==> config.mk <==
export PLATFORM = sky130hd
export DESIGN_NAME = inferred_shallow_ram
export DESIGN_NICKNAME = d
export VERILOG_FILES = /design/src/rtl/inferred_shallow_ram.sv
export SDC_FILE = /design/constraint.sdc
export NUM_CORES = 1
export LEC_CHECK = 0
export BUFFER_PORTS_ARGS = -buffer_cell sky130_fd_sc_hd__buf_2
export CAP_MARGIN = 20
export CORE_ASPECT_RATIO = 1.5
export CORE_MARGIN = 4
export CORE_UTILIZATION = 45
export CTS_CLUSTER_DIAMETER = 100
export DETAILED_ROUTE_END_ITERATION = 6
export SLEW_MARGIN = 10
export SYNTH_ARGS = -nofsm -noshare
export SYNTH_HDL_FRONTEND = slang
export SYNTH_SLANG_ARGS = --single-unit
==> constraint.sdc <==
create_clock -name clk -period 19.7 [get_ports clk]
set_input_delay 2.955 -clock clk [delete_from_list [all_inputs] [get_ports clk]]
set_output_delay 2.955 -clock clk [all_outputs]
set_load 0.03 [all_outputs]
==> src/rtl/inferred_shallow_ram.sv <==
// Simple dual-port RAM with one write port and one registered read port.
// It is written so that synthesis maps it to LUT RAM plus output flops.
module inferred_shallow_ram #(
  parameter int ADDR_WIDTH = 4,
  parameter int DATA_WIDTH = 72
) (
  input  logic                  clk,
  input  logic                  rst_n,
  input  logic [ADDR_WIDTH-1:0] wr_addr,
  input  logic                  wr_en,
  input  logic [DATA_WIDTH-1:0] wr_data,
  input  logic [ADDR_WIDTH-1:0] rd_addr,
  output logic [DATA_WIDTH-1:0] rd_data
);

  localparam int DEPTH = 1 << ADDR_WIDTH;

  logic [DATA_WIDTH-1:0] mem [DEPTH];

  // Storage is not reset; only the write strobe is gated by rst_n.
  always_ff @(posedge clk) begin
    if (rst_n && wr_en) begin
      mem[wr_addr] <= wr_data;
    end
  end

  // The read is combinational from the array into one register. Because the
  // register samples the old array contents, a same-address collision is read-first.
  always_ff @(posedge clk) begin
    if (!rst_n) begin
      rd_data <= '0;
    end else begin
      rd_data <= mem[rd_addr];
    end
  end

endmodule

== Word-level counts from Yosys, hierarchy flattened ==
Memories as Yosys holds them, arrays and structs flattened. A register that Yosys moved wholly into a read port is not among the register bits.
Cells that the tools add are included.
Operators by class
  reductions and logical operators: 2
  mux-type cells: 2
Operators with widths (count)
  $mux W1: 2
  $logic_and A1 B1 Y1: 1
  $logic_not A1 Y1: 1
Storage, ports and cells
  logic and storage cells: 5
  register bits after elaboration: 0
  input port bits: 83
  memory bits (writable): 1152
  output and inout port bits: 72
  memories kept: 1
Memories
  mem: depth 16, bits a word 72, rd ports 1, clocked after Yosys merged registers in 1, wr ports 1, RTL line 18  | logic [DATA_WIDTH-1:0] mem [DEPTH];

== Longest topological paths before layout ==
  depth in word-level cells: 3
  gate-level depth with buffers: 8
  mapped depth without buffers: 4

== Least setup slack after synthesis ==
OpenSTA, ideal clock, no wires.
  kind: input to register
  from: in wr_addr[2]
  to: mem mem[0][0], enable pin
  data required time: 19.108 ns
  stages on the path: 2
  path buffers: 0
  arrival: 8.275 ns
  setup slack: 10.833 ns
  library setup time: 0.592 ns
  cells stage by stage: or3_1 > nor3_1
RTL lines
  start, declared: RTL line 9  | input logic [ADDR_WIDTH-1:0] wr_addr,
  end, declared: RTL line 18
No word-level cell before the write port.

==> impl_metrics.toml <==
[synthesis]
synthArstFlopShare = 0
syn_nets = 2500
synth_cell_types = 26
synth-seq-cells = 1224
synth_cells = 2417
netlist_area_um2 = 45900
synth_edf_count = 1152
synth_area_per_cell_um2 = 19.0
yosysSeqAreaShare = 0.786
ys_warn_count = 0
synthFlopType = "edfxtp_1"

[die]
boundaryPins = 155
initial_core_util = 0.453
die_w_um = 269
fp.dieH_um = 399
row_count = 143
dieArea_um2 = 107000
core_um2 = 101000

[route]
first_pass_iters = 5
wl_per_cell_um = 27.0
vias_per_cell = 5.74
drt-total-wl_um = 108000
ant_nets = 0
via_count = 22900
drt_iter0_drc = 2021
drc_errors = 0

[clock_network]
cts_num_sinks = 1224
post_cts_buffers = 0
cts_htree_levels = 3
cts_inserted_buffers = 109
clockBufferDepth = 3
cts_resized = 0
clock_latency_ns = 0.69
ctsRootBufferMaster = "clkbuf_16"
cts_hold_buffers = 0
cts_tree = "done"
cts.clk_slew.worst_paths_ns = 0.06

[timing]
finalSetupTns_ns = 0
period_needed_ns = 5.57
fin_skew_ns = 0.0204
timing.final.crit_share = 0.283
rsz0062_at_grt = "false"
slew_viol_final = 0
hold_viol = 0
worst_pin_slew_ns = 1.18
finalSetupViolCount = 0
fin_worst_hold_slack_ns = 0.683
slew_headroom = 0.214
max_freq_ghz = 0.180

[critical_path]
worstSetupPathType = "in -> reg"
ff2ff_path_depth = 3
path_cells = "buf_8 -> buf_12 -> buf_4 -> mux2i_1 -> a22oi_1 -> nand2_1 -> o22ai_1"
critPathSlowestCell = "buf_4"
worstPathRequired_ns = 20.22
cp-end-kind = "register"
worstPathArrival_ns = 6.09
critPathLaunchType = "input port"
critPathMaxFanout = 134
max_stage_delay_ns = 0.97

[global_routing]
grt_pass1_vias = 23700
grt_max_degree = 145
grt_antenna_before_repair = 20
grt_usage = 0.200
grt_overflow = 0
grt_pass1_wl_um = 157000

[power]
clkPwrFrac = 0.396
p_leak_uw = 0.0180
pwr_density_cell_nw_per_um2 = 102
p_comb_frac = 0.051
peakVddDrop_uv = 61.5
power_frac_seq = 0.552
p_int_uw = 4140
swShare = 0.211
p_switching_uw = 1110

[layout]
layout-drive-gt1-share = 0.153
layout_commonest_cell = "edfxtp_1"
fin_util = 0.509
multiInputGateArea_um2 = 9110
seq_area_um2 = 36000
area_growth_pct = 12.3
final_nets = 2674
final_cell_mix = "1152 x edfxtp_1, 516 x mux2i_1, 228 x a22oi_1, 153 x buf_2, 118 x nand2_1"
fillers = 8112

[place]
dpl.hpwl_um = 50700
port_buffers = 154
gp_congestion = 0.728

[run_status]
status = "complete, no violations"

[worst_hold_path]
worstHoldPathCells = 3
hp-class = "reg -> reg"

[flow_run]
maxCapViolCount = 0
## critical path, delay by kind of cell
family                 cells  cell delay, ns
multiplexers               1            0.29
AO/OA/AOI/OAI              2            0.21
AND/OR/NAND/NOR            1            0.13
buffers and inverters      3            2.23
## final timing paths
kind | from | to | slack (ns)
setup / recovery | rd_addr[0] | rd_data[68]$_SDFF_PN0_ | 14.13
setup reg to reg | mem[7][33]$_DFFE_PP_ | rd_data[33]$_SDFF_PN0_ | 18.29
hold / removal | mem[2][8]$_DFFE_PP_ | rd_data[8]$_SDFF_PN0_ | 0.68
hold reg to reg | mem[2][8]$_DFFE_PP_ | rd_data[8]$_SDFF_PN0_ | 0.68
## metal layers
metal | wire (µm) | GRT usage | part of all wire
met1 | 45300 | 0.271 | 0.42
met2 | 54100 | 0.339 | 0.50
met3 | 6290 | 0.0323 | 0.058
met4 | 2250 | 0.0562 | 0.021
met5 | 111 | 0 | 0.0010
## kinds of logic after synthesis
logic type / after synthesis / share of synthesized area
DFF: 1224 / 0.786
muxes: 546 / 0.127
AOI/OAI and AO/OA: 360 / 0.0553
and+or+nand+nor: 146 / 0.0125
buffers and inverters: 141 / 0.0194
## power groups by stage
| stage | clock network, µW | logic [µW] | registers [µW] |
|---|---|---|---|
| after floorplan | 0 | 143 | 2980 |
| after global placement | 0 | 266 | 2960 |
| after detailed placement | 0 | 272 | 2960 |
| after CTS | 2120 | 273 | 2900 |
| after global routing | 2230 | 291 | 2900 |
| final | 2080 | 270 | 2900 |
## final cells by class
class                           count  area share
Sequential cell                  1224       0.700
Multi-Input combinational cell   1052       0.177
Clock buffer                      152      0.0591
Tap cell                         1305      0.0317
Timing Repair Buffer              203      0.0232
Clock inverter                     52     0.00882
Antenna cell                        9    0.000437
Inverter                            1   0.0000729
## state kept, by name, summed over array words and instances, names as in the netlist
| name | count |
|---|---|
| mem | 1152 |
| rd_data | 72 |
## cells in the mapped netlist (4+ instances only)
master	count	area, µm²
a221oi_1	30	263
a22oi_1	228	1710
buf_2	31	155
buf_4	5	37.5
buf_6	33	372
clkbuf_1	61	229
clkbuf_4	4	30.0
dfxtp_1	72	1440
edfxtp_1	1152	34600
mux2i_1	516	5160
mux4_2	30	676
nand2_1	119	447
nor2_1	15	56.3
nor3_1	4	20.0
o21ai_0	34	170
o21ai_1	26	130
o22ai_1	42	263
## metrics by stage
stage	area (µm²)	setup slack (ns)	total power (µW)	cells
floorplan	45900	10.83	3120	2417
global placement	47900	13.29	3220	3784
detailed placement	47900	13.34	3230	3784
CTS	51400	14.08	5300	3988
global route	51500	13.92	5420	3993
finish	51500	14.13	5250	3998
Power figures use the tool's default switching activity.
